<file path="config.mk">
export PLATFORM = sky130hd
export DESIGN_NAME = vid_pixel_readback_flat
export DESIGN_NICKNAME = d
export VERILOG_FILES = /design/src/rtl/vid_pixel_readback_if.sv /design/src/rtl/vid_pixel_readback.sv /design/src/flat_wrapper.sv
export SDC_FILE = /design/constraint.sdc
export NUM_CORES = 1
export LEC_CHECK = 0
export CORE_MARGIN = 4
export CORE_UTILIZATION = 25
export DETAILED_ROUTE_END_ITERATION = 12
export SLEW_MARGIN = 20
export SYNTH_ARGS = -nofsm -noshare
export SYNTH_HDL_FRONTEND = slang
export SYNTH_SLANG_ARGS = --single-unit
</file>
<file path="constraint.sdc">
create_clock -name clk -period 5.88 [get_ports clk]
set_input_delay 0.882 -clock clk [delete_from_list [all_inputs] [get_ports clk]]
set_output_delay 0.882 -clock clk [all_outputs]
set_load 0.005 [all_outputs]
</file>
<file path="src/rtl/vid_pixel_readback_if.sv">
// vid_pixel_readback_if: processor databus window plus the second video memory read port
interface vid_pixel_readback_if;
  logic        rb_sel;
  logic [15:0] addr;
  logic        bus_we;
  logic        bus_re;
  logic [15:0] databus;
  logic [15:0] rb_rdata;
  logic [18:0] vm_raddr;
  logic        vm_re;
  logic [5:0]  vm_rdata;
  modport slave (input rb_sel, addr, bus_we, bus_re, databus, vm_rdata, output rb_rdata, vm_raddr, vm_re);
  modport master (output rb_sel, addr, bus_we, bus_re, databus, vm_rdata, input rb_rdata, vm_raddr, vm_re);
endinterface

</file>
<file path="src/rtl/vid_pixel_readback.sv">
// vid_pixel_readback: fetches one 6-bit pixel at (X,Y) from video memory and returns it on the databus
module vid_pixel_readback #(
  parameter logic [15:0] BASE   = 16'hC00B,
  parameter int          RD_LAT = 1,
  parameter int          H_PIX  = 640,
  parameter int          V_PIX  = 480
) (
  input logic clk,
  input logic rst_n,
  vid_pixel_readback_if.slave bus
);
  typedef enum logic [1:0] {IDLE, ISSUE, WAIT} state_t;
  localparam logic [9:0]  X_LAST   = 10'(H_PIX - 1);
  localparam logic [8:0]  Y_LAST   = 9'(V_PIX - 1);
  localparam logic [1:0]  CNT_INIT = 2'(RD_LAT - 1);
  localparam logic [15:0] A_Y = BASE + 16'd1;
  localparam logic [15:0] A_C = BASE + 16'd2;
  localparam logic [15:0] A_P = BASE + 16'd3;
  state_t      state_q, state_d;
  logic [9:0]  x_q, x_d;
  logic [8:0]  y_q, y_d;
  logic [18:0] addr_q, addr_d;
  logic [5:0]  pix_q, pix_d;
  logic [1:0]  cnt_q, cnt_d;
  logic        autoinc_q, autoinc_d, valid_q, valid_d, err_q, err_d;
  logic        wr, rd, cmd_wr, pix_rd, adv, go, in_range, busy;
  logic        unused_hi;
  function automatic logic [18:0] lin(input logic [9:0] x, input logic [8:0] y);
    return (19'(y) << 9) + (19'(y) << 7) + 19'(x);
  endfunction
  assign unused_hi = ^bus.databus[15:10];
  assign wr       = bus.rb_sel & bus.bus_we;
  assign rd       = bus.rb_sel & bus.bus_re;
  assign busy     = state_q != IDLE;
  assign cmd_wr   = wr && bus.addr == A_C;
  assign pix_rd   = rd && bus.addr == A_P && valid_q;
  assign adv      = pix_rd & autoinc_q;
  assign go       = !busy && ((cmd_wr && bus.databus[0]) || adv);
  assign in_range = x_d <= X_LAST && y_d <= Y_LAST;
  // auto-increment walks the frame in raster order and wraps to (0,0)
  assign x_d = (wr && bus.addr == BASE) ? bus.databus[9:0] :
               adv ? (x_q == X_LAST ? '0 : x_q + 10'd1) : x_q;
  assign y_d = (wr && bus.addr == A_Y) ? bus.databus[8:0] :
               (adv && x_q == X_LAST) ? (y_q == Y_LAST ? '0 : y_q + 9'd1) : y_q;
  assign autoinc_d = cmd_wr ? bus.databus[1] : autoinc_q;
  always_comb begin
    state_d = state_q;
    valid_d = valid_q & ~pix_rd;
    err_d   = err_q;
    addr_d  = addr_q;
    pix_d   = pix_q;
    cnt_d   = cnt_q;
    case (state_q)
      IDLE: if (go) begin
        if (in_range) begin
          state_d = ISSUE;
          valid_d = 1'b0;
          err_d   = 1'b0;
          addr_d  = lin(x_d, y_d);
        end else err_d = 1'b1;
      end
      ISSUE: begin
        state_d = WAIT;
        cnt_d   = CNT_INIT;
      end
      WAIT: if (cnt_q == 2'd0) begin
        state_d = IDLE;
        pix_d   = bus.vm_rdata;
        valid_d = 1'b1;
      end else cnt_d = cnt_q - 2'd1;
      default: state_d = IDLE;
    endcase
  end
  always_ff @(posedge clk or negedge rst_n) begin
    if (!rst_n) begin
      state_q   <= IDLE;
      x_q       <= '0;
      y_q       <= '0;
      addr_q    <= '0;
      pix_q     <= '0;
      cnt_q     <= '0;
      autoinc_q <= 1'b0;
      valid_q   <= 1'b0;
      err_q     <= 1'b0;
    end else begin
      state_q   <= state_d;
      x_q       <= x_d;
      y_q       <= y_d;
      addr_q    <= addr_d;
      pix_q     <= pix_d;
      cnt_q     <= cnt_d;
      autoinc_q <= autoinc_d;
      valid_q   <= valid_d;
      err_q     <= err_d;
    end
  end
  // in-flight fetches use the address captured at start so X/Y rewrites cannot disturb them
  assign bus.vm_re    = state_q == ISSUE;
  assign bus.vm_raddr = busy ? addr_q : lin(x_q, y_q);
  assign bus.rb_rdata = !rd                ? '0 :
                        bus.addr == BASE   ? {6'b0, x_q} :
                        bus.addr == A_Y    ? {7'b0, y_q} :
                        bus.addr == A_C    ? {13'b0, err_q, busy, valid_q} :
                        bus.addr == A_P    ? {valid_q, 9'b0, pix_q} : '0;
endmodule

</file>
<file path="src/flat_wrapper.sv">
// flat-port wrapper written by rule: the top's interface ports become plain ports
module vid_pixel_readback_flat 
#(
  parameter logic [15:0] BASE   = 16'hC00B,
  parameter int          RD_LAT = 1,
  parameter int          H_PIX  = 640,
  parameter int          V_PIX  = 480
)
  (clk, rst_n, bus_rb_sel, bus_addr, bus_bus_we, bus_bus_re, bus_databus, bus_vm_rdata, bus_rb_rdata, bus_vm_raddr, bus_vm_re);
  vid_pixel_readback_if bus_i ();
  input logic clk;
  input logic rst_n;
  input wire logic [$bits(bus_i.rb_sel)-1:0] bus_rb_sel;
  input wire logic [$bits(bus_i.addr)-1:0] bus_addr;
  input wire logic [$bits(bus_i.bus_we)-1:0] bus_bus_we;
  input wire logic [$bits(bus_i.bus_re)-1:0] bus_bus_re;
  input wire logic [$bits(bus_i.databus)-1:0] bus_databus;
  input wire logic [$bits(bus_i.vm_rdata)-1:0] bus_vm_rdata;
  output wire logic [$bits(bus_i.rb_rdata)-1:0] bus_rb_rdata;
  output wire logic [$bits(bus_i.vm_raddr)-1:0] bus_vm_raddr;
  output wire logic [$bits(bus_i.vm_re)-1:0] bus_vm_re;
  assign bus_i.rb_sel = bus_rb_sel;
  assign bus_i.addr = bus_addr;
  assign bus_i.bus_we = bus_bus_we;
  assign bus_i.bus_re = bus_bus_re;
  assign bus_i.databus = bus_databus;
  assign bus_i.vm_rdata = bus_vm_rdata;
  assign bus_rb_rdata = bus_i.rb_rdata;
  assign bus_vm_raddr = bus_i.vm_raddr;
  assign bus_vm_re = bus_i.vm_re;
  vid_pixel_readback #(.BASE(BASE), .RD_LAT(RD_LAT), .H_PIX(H_PIX), .V_PIX(V_PIX)) u_core (.clk(clk), .rst_n(rst_n), .bus(bus_i));
endmodule
</file>
Yosys cells after proc, flatten, opt, wreduce, memory -nomap -nowiden
Cells that the tools add are included.

storage, ports and cells
  output and inout port bits = 36
  word-level logic and storage cells = 78
  register bits = 51

cells by class
  add/sub/neg operators = 7
  multiplexer cells = 23
  bitwise gates (word level) = 5
  order comparisons = 2
  equality and inequality tests = 12
  reductions and logical operators = 20

operator list
  operator                 count
  $mux W16                 5
  $eq A16 B16 Y1 const B   4
  $add A18 B16 Y19         2
  $add A19 B10 Y19         2
  $mux W10                 3
  $mux W9                  3
  $mux W19                 1
  $add A10 B1 Y10 const B  1
  $eq A10 B10 Y1 const B   1
  $le A10 B10 Y1 const B   1
  $add A9 B1 Y9 const B    1
  $eq A9 B9 Y1 const B     1
  $le A9 B9 Y1 const B     1
  $logic_and A1 B1 Y1      9
  $mux W2                  4
  $ne A2 B1 Y1 const B     3
  $pmux W2 S3              1
  $reduce_and A2 Y1        3
  $reduce_and A3 Y1        2
  $and A1 B1 Y1            4
  $logic_not A2 Y1         2
  $mux W1                  4
  $pmux W2 S2              1
  $reduce_bool A2 Y1       2
  other kinds (8)          8

Longest topological paths before layout
Gate-level depths: netlist of run 1.

  depth in word-level cells = 12
  depth in mapped cells = 20

Worst setup path before layout of run 1
No wires, ideal clock.

  path type = input to register
  start = input port bus_addr[0]
  end = register u_core.addr_q[18]
  data arrival time = 4.887 ns
  setup time = 0.125 ns
  setup slack = 0.868 ns
  stages on the path = 19
  data required time = 5.755 ns
  buffers on the path = 0
  cell sequence = nand3b_2 > nor4_1 > nand3_1 > or2_2 > o21ai_0 > nor2_1 > nor2_1 > inv_1 > fa_1 > inv_1 > fa_1 > a21o_1 > a21oi_1 > o21bai_1 > a21oi_1 > o21ai_0 > a21oi_1 > nor2b_1 > mux2_4

on the way
  cells in the longest elaborated chain, start to end = 10

RTL lines
  what                                                                      RTL line                  RTL
  start: declaration                                                        flat_wrapper.sv:14        input wire logic [$bits(bus_i.addr)-1:0] bus_addr;
  $eq A16 B16 Y1                                                            vid_pixel_readback.sv:36  assign pix_rd = rd && bus.addr == A_P && valid_q;
  $logic_and A1 B1 Y1 (2 in series)                                         vid_pixel_readback.sv:36
  $and A1 B1 Y1                                                             vid_pixel_readback.sv:37  assign adv = pix_rd & autoinc_q;
  $logic_and A1 B1 Y1                                                       vid_pixel_readback.sv:44  (adv && x_q == X_LAST) ? (y_q == Y_LAST ? '0 : y_q + 9'd1) : y_q;
  $mux W9                                                                   vid_pixel_readback.sv:44
  $mux W9 (*)                                                               vid_pixel_readback.sv:43  assign y_d = (wr && bus.addr == A_Y) ? bus.databus[8:0] :
  net u_core.y_d[0]                                                         vid_pixel_readback.sv:21  logic [8:0] y_q, y_d;
  parallel branches: the longest is 3 deep, another holds $add A18 B16 Y19  n/a
  end signal: assignment                                                    vid_pixel_readback.sv:89  addr_q <= addr_d;
  end: declaration                                                          vid_pixel_readback.sv:22  logic [18:0] addr_q, addr_d;

Mark *: on every way through the listed nets, which the timed path passes.
A chain may end at the register's enable or synchronous reset.

Final worst setup path of run 1
  start = input port bus_addr[0]
  end = register u_core.addr_q[17]

Same word-level chain as after synthesis.

==> flow_summary.toml, run 1 <==
[global_route]
grt_first_pass_wirelength_mm = 18.9
met1_usage_pct = 16.8
grt_antenna_before_repair = 0
grt_start_max_net_pins = 52
use_met3_pct = 3.05
first_global_vias = 3638
groute.usage.overall_pct = 12.8
gr-total-overflow = 0
grtUsageMet2_pct = 20.8
global_route.peak_usage_layer = "met2"

[worst_setup_path]
critPathLaunchType = "input pin"
critical_path.slowest_cell = "fa_1"
criticalPathCategory = "input pin to flip-flop"
crit_required_ns = 6.06
worst_ep_arrival_time_ns = 5.60
crit_path_cell_trace = "clkdlybuf4s50_1, nand3b_2, nor4_1, nand3_1, or2_2, o21ai_0, nor2_1, nor2_1, inv_1, fa_1, inv_1, ha_1, a21o_1, a21oi_1, o21ai_0, o41ai_1, o21ai_0, xor2_1, mux2_4"
cp_max_fo = 6
ff2ff_path_depth = 18
worst_path_largest_cell_delay_ns = 0.49
endpoint_kind = "flip-flop"
critical-path-top-cell-by-count = "o21ai_0"

[route]
detail-route-antenna-nets = 0
routed-via-count = 3696
number_of_detailed_routing_iterations_run_before_antenna_repair = 5
route.final.wire_length_mm = 11.9
routedWlPerCell_um = 15.8
drc = 0
detailed_route_iter0_violations = 245
vias_per_cell = 4.94

[timing]
timing.final.setup_violations = 0
timing.final.crit_share_pct = 92.2
timing_worst_slew_pin_value_ns = 1.01
tns_ns = 0
final.min_clock_period_ns = 5.42
drv_slew = 0
relSlewSlack_pct = 32.3
max_clock_freq_ghz = 0.184
finalClockSkew_ns = 0.00786
final_hold_viol_count = 0
unrepaired_setup_endpoints_after_global_routing = "no"

[synth]
yosysWarningCount = 0
postSynthAreaPerCell_sq_um = 8.90
synth_most_common_cell = "nand2_1"
number_of_enable_flip_flop_cells_after_synthesis = 0
synth_simple_gate_area_share_pct = 20.9
netlist_area_sq_um = 4060
synth_area_leaders = "dfrtp_1 31%, ha_1 11%, mux2_4 6.7%"
main_combinational_cell_family_by_area_after_synthesis = "simple AND/OR/NAND/NOR gates"
synth_top_area_share_pct = 31.5
yosys_reg_bits = 51
yosysSeqAreaShare_pct = 31.5
synth.area.mux_share_pct = 10.7
post-synth-top-area-cell = "dfrtp_1"
adder_cell_area_share_of_the_yosys_netlist_pct = 13.4
yosys.area_share.xor_xnor_pct = 5.18
compound_cell_area_share_of_the_yosys_netlist_pct = 13.6
asyncSetResetFlopFracSynth_pct = 100
post_synth_num_cell_types = 50
synthCells = 456
synth_flop_cell = "dfrtp_1"
most_numerous_cell_types_in_the_synthesized_netlist = "60 x nand2_1, 51 x dfrtp_1, 42 x nor2_1, 37 x ha_1, 32 x a21oi_1"

[clock_tree]
clock_tree_from_tritoncts = "done"
tritoncts.num_buffers = 5
cts.repair.resized = 0
post-cts-setup-buffers = 0
hold_buffers = 0
h-tree-depth = 2
clock_tree_buf_depth = 2
clock_latency_ns = 0.30
clkSinkCount = 51
root_buffer = "clkbuf_16"
clk_transition_reported_paths_ns = 0.07

[power]
leakage_uw = 0.00243
ir_drop_mv = 0.0781
total_power_divided_by_cell_area_nw_per_um2 = 145
total_power_uw = 753

[layout]
finish.net_count = 615
n_fill_cell = 1648
antenna-diode-count = 0
area.growth.synth_to_final_pct = 28.1
post_route_cells_drive_above_1_share_pct = 11.5

[outcome]
outcome = "finished, final reports clean"

[min_path]
worstHoldPathCells = 1
holdCritPathClass = "flip-flop to flip-flop"

[die]
rows = 46
die-area_sq_um = 18300
fp.dieH_um = 135
design.core.area_sq_um = 15900
initial_core_util_pct = 25.5
die_w_um = 135
boundaryPins = 79

[place]
hpwl_after_dpl_mm = 9.09
port-buffer-count = 67
gp_congestion = 0.904

[job]
max_cap_violations = 0
==> stage by stage <==
step	cells	hold WS (ns)	setup WS (ns)	instance area [sq um]	utilization, %
after floorplan	460	0.458	0.868	4070	-
after global placement	740	0.472	0.235	5020	31.6
after detailed placement	740	0.482	0.197	5020	31.6
after CTS	748	0.498	0.486	5200	32.7
after global routing	748	0.521	0.0448	5200	32.7
final	748	0.498	0.456	5200	32.7
==> placed cells by master, fill, tap and decap left out, types with 3 or more instances in the layout <==
cell              n
nor4_1            8
clkdlybuf4s50_1  66
nor2b_1           6
nor3_1           15
o21ai_0          22
inv_1            22
clkbuf_16         5
mux2_4           18
o21bai_1          5
or2_2             3
nand3_1           8
ha_1             37
xnor2_1          15
mux2i_1           4
fa_1              4
and4_1            4
mux2_2            9
a21oi_1          32
conb_1            5
dfrtp_1          51
buf_4            16
nand2_1          60
nor2_1           42
a21o_1            6
xor2_1            9
and3_1            4
o22ai_1           6
a22oi_1           5
or4_1             3
a31oi_1           5
nand4_1           7
==> critical path: cells and delay by family <==
| kind | cells | cell delay, ns |
|---|---|---|
| and+or+nand+nor | 6 | 1.53 |
| xor gates and xnor gates | 1 | 0.17 |
| AOI/OAI and AO/OA | 6 | 1.40 |
| buffers and inverters | 3 | 0.59 |
| adders and majority gates | 2 | 0.78 |
| muxes | 1 | 0.27 |
==> path summary, 6_finish.rpt <==
check                                       from                end  slack [ns]
min in group asynchronous                  rst_n    u_core.pix_q[4]        0.71
max in group asynchronous                  rst_n  u_core.addr_q[15]        4.69
worst min register to register  u_core.addr_q[7]   u_core.addr_q[7]        0.50
worst min-delay path            u_core.addr_q[7]   u_core.addr_q[7]        0.50
worst max-delay path                 bus_addr[0]  u_core.addr_q[17]        0.46
worst max register to register     u_core.x_q[3]  u_core.addr_q[17]        0.99
==> flip-flops by register name, indices dropped and copies added (netlist names) <==
| signal | cells |
|---|---|
| u_core.err_q | 1 |
| u_core.x_q | 10 |
| u_core.valid_q | 1 |
| u_core.y_q | 9 |
| u_core.cnt_q | 2 |
| u_core.autoinc_q | 1 |
| u_core.state_q | 2 |
| u_core.pix_q | 6 |
| u_core.addr_q | 19 |
==> final cells by class <==
class	count	area (sq um)	area share [%]
multi-input cells	368	2610	50.2
flip-flops and latches	51	1280	24.6
clock buffers	6	139	2.67
well taps	216	270	5.20
clock inverters	2	35.0	0.674
repair buffers	83	786	15.1
inverters	22	82.6	1.59
==> kinds of logic (layout without fill, tap and decap cells) <==
family,after synthesis,count (layout)
simple gates,173,173
compound gates,92,92
flops,51,51
fa+ha+maj,41,41
buf+inv,41,113
mux,33,33
xor+xnor,24,24
other cells,1,5
==> power breakdown <==
part / internal [uW] / total [uW] / switching (uW)
combinational: 27.5 / 50.2 / 22.7
sequential: 353 / 354 / 1.38
clock: 212 / 348 / 136
==> metal layers <==
layer	routed length (um)	vias up
met1	5080	1743
met5	0	-
met2	5600	164
met4	238	0
li1	-	1767
met3	935	22
Note: power is estimated with default switching activity, not from simulation.
==> run 2: changes to the inputs <==
TNS_END_PERCENT = 30   (was default)
==> results of run 2 <==
The final DEF is identical to that of run 1; final timing and power are the same.
==> run 3: changes to the inputs <==
CORE_MARGIN = 2   (was 4)
==> flow_summary.toml, run 3 (synthesis gave the netlist of run 1 again) <==
[clock_tree]
clock_tree_from_tritoncts = "done"
hold_buffers = 0
clk_transition_reported_paths_ns = 0.07
h-tree-depth = 2
root_buffer = "clkbuf_16"
tritoncts.num_buffers = 5
clock_latency_ns = 0.30
clock_tree_buf_depth = 2
cts.repair.resized = 0
clkSinkCount = 51
post-cts-setup-buffers = 0

[route]
detail-route-antenna-nets = 0
detailed_route_iter0_violations = 330
route.layer.met1.wl_mm = 5.28
met3WireLength_um = 757
number_of_detailed_routing_iterations_run_before_antenna_repair = 5
drc = 0
highest_layer = "met4"
route.final.wire_length_mm = 12.1
vias_per_cell = 4.91
met2_wirelength_mm = 5.84
routedWlPerCell_um = 16.2
routed-via-count = 3668

[timing]
timing_worst_slew_pin_value_ns = 1.16
finalClockSkew_ns = 0.00595
drv_slew = 0
timing.final.crit_share_pct = 91.5
unrepaired_setup_endpoints_after_global_routing = "no"
timing.final.setup_violations = 0
tns_ns = 0
final.min_clock_period_ns = 5.38
final_hold_viol_count = 0
max_clock_freq_ghz = 0.186
hold-worst-slack_ns = 0.502
relSlewSlack_pct = 22.4

[worst_setup_path]
crit_path_cell_trace = "clkdlybuf4s50_1, nand3b_2, nor4_1, nand3_1, or2_2, o21ai_0, nor2_1, nor2_1, inv_1, fa_1, inv_1, fa_1, a21o_1, a21oi_1, o21bai_1, a21oi_1, o21ai_0, a21oi_1, nor2b_1, mux2_4"
cp_max_fo = 6
critical-path-top-cell-by-count = "a21oi_1"
crit_required_ns = 6.06
criticalPathCategory = "input pin to flip-flop"
endpoint_kind = "flip-flop"
critical_path.slowest_cell = "fa_1"
critPathLaunchType = "input pin"
worst_path_largest_cell_delay_ns = 0.49
worst_ep_arrival_time_ns = 5.56
buf_inv_stages_crit_path = 3
crit_family = "simple AND/OR/NAND/NOR gates"

[die]
initial_core_util_pct = 25.5
die-area_sq_um = 17300
die_w_um = 131
design.core.area_sq_um = 15900
boundaryPins = 79
rows = 46
fp.dieH_um = 131

[layout]
area.growth.synth_to_final_pct = 28.4
largest_register_ffs = 19
final_cell_mix = "66 x clkdlybuf4s50_1, 60 x nand2_1, 51 x dfrtp_1"
post_route_cells_drive_above_1_share_pct = 11.3
reg_top3 = "u_core.addr_q (19), u_core.x_q (10), u_core.y_q (9)"
layout_commonest_cell = "clkdlybuf4s50_1"
n_fill_cell = 1677
registers.top_by_ff_count = "u_core.addr_q"
antenna-diode-count = 0
finish.net_count = 614

[global_route]
groute.usage.overall_pct = 13.9
grt_antenna_before_repair = 0
first_global_vias = 3569
gr-total-overflow = 0
grt_start_max_net_pins = 52
grt_first_pass_wirelength_mm = 19.4

[place]
hpwl_after_dpl_mm = 9.18
gp_congestion = 0.893
port-buffer-count = 67

[job]
max_cap_violations = 0

[power]
leakage_uw = 0.00243
total_power_divided_by_cell_area_nw_per_um2 = 151
ir_drop_mv = 0.113

[outcome]
outcome = "finished, final reports clean"

[min_path]
holdCritPathClass = "flip-flop to flip-flop"
[run 3: report_power, final]
part	internal [uW]	switching, uW	total [uW]
Combinational	27.5	22.5	50.0
Clock	244	140	384
Sequential	353	1.47	354
[run 3: worst paths after layout]
kind                                      to  slack, ns  cells after the start             start
max                        u_core.addr_q[18]       0.50                     20       bus_addr[0]
min                         u_core.addr_q[7]       0.50                      1  u_core.addr_q[7]
max reg2reg                u_core.addr_q[18]       1.05                     19     u_core.x_q[3]
min reg2reg                 u_core.addr_q[7]       0.50                      1  u_core.addr_q[7]
max in group asynchronous    u_core.cnt_q[0]       4.70                      2             rst_n
min in group asynchronous    u_core.pix_q[5]       0.69                      2             rst_n
[run 3: layer usage]
| metal | GRT usage [%] | up-vias |
|---|---|---|
| met1 | 18.5 | 1757 |
| met4 | 3.80 | 0 |
| met3 | 2.39 | 13 |
| met5 | 0 | - |
| met2 | 23.4 | 127 |
| li1 | - | 1771 |
[run 3: final cells by class]
class	instances	area, sq um	area share, %
flip-flops and latches	51	1280	24.5
clock buffers	5	125	2.40
clock inverters	3	67.6	1.30
well taps	216	270	5.19
repair buffers	82	778	14.9
inverters	22	82.6	1.59
multi-input cells	368	2610	50.1
[run 3: worst reg2reg max path: stages, from the launching register on]
cell	delay (ns)
dfrtp_1	0.49
nand4_1	0.23
nor4_1	0.47
nand3_1	0.15
or2_2	0.32
o21ai_0	0.15
nor2_1	0.07
nor2_1	0.27
inv_1	0.09
fa_1	0.49
inv_1	0.07
fa_1	0.46
a21o_1	0.21
a21oi_1	0.22
o21bai_1	0.10
a21oi_1	0.23
o21ai_0	0.19
a21oi_1	0.18
nor2b_1	0.06
mux2_4	0.26
[run 3: through the flow]
stage               utilization, %  total power, uW  cells  cell area [sq um]  worst slack [ns]
floorplan                        -              373    460               4070             0.868
global placement              31.6              411    739               5010             0.269
detailed placement            31.6              412    739               5010             0.239
CTS                           32.8              796    747               5210             0.517
global route                  32.8              816    747               5210             0.183
finish                        32.8              788    747               5210             0.498
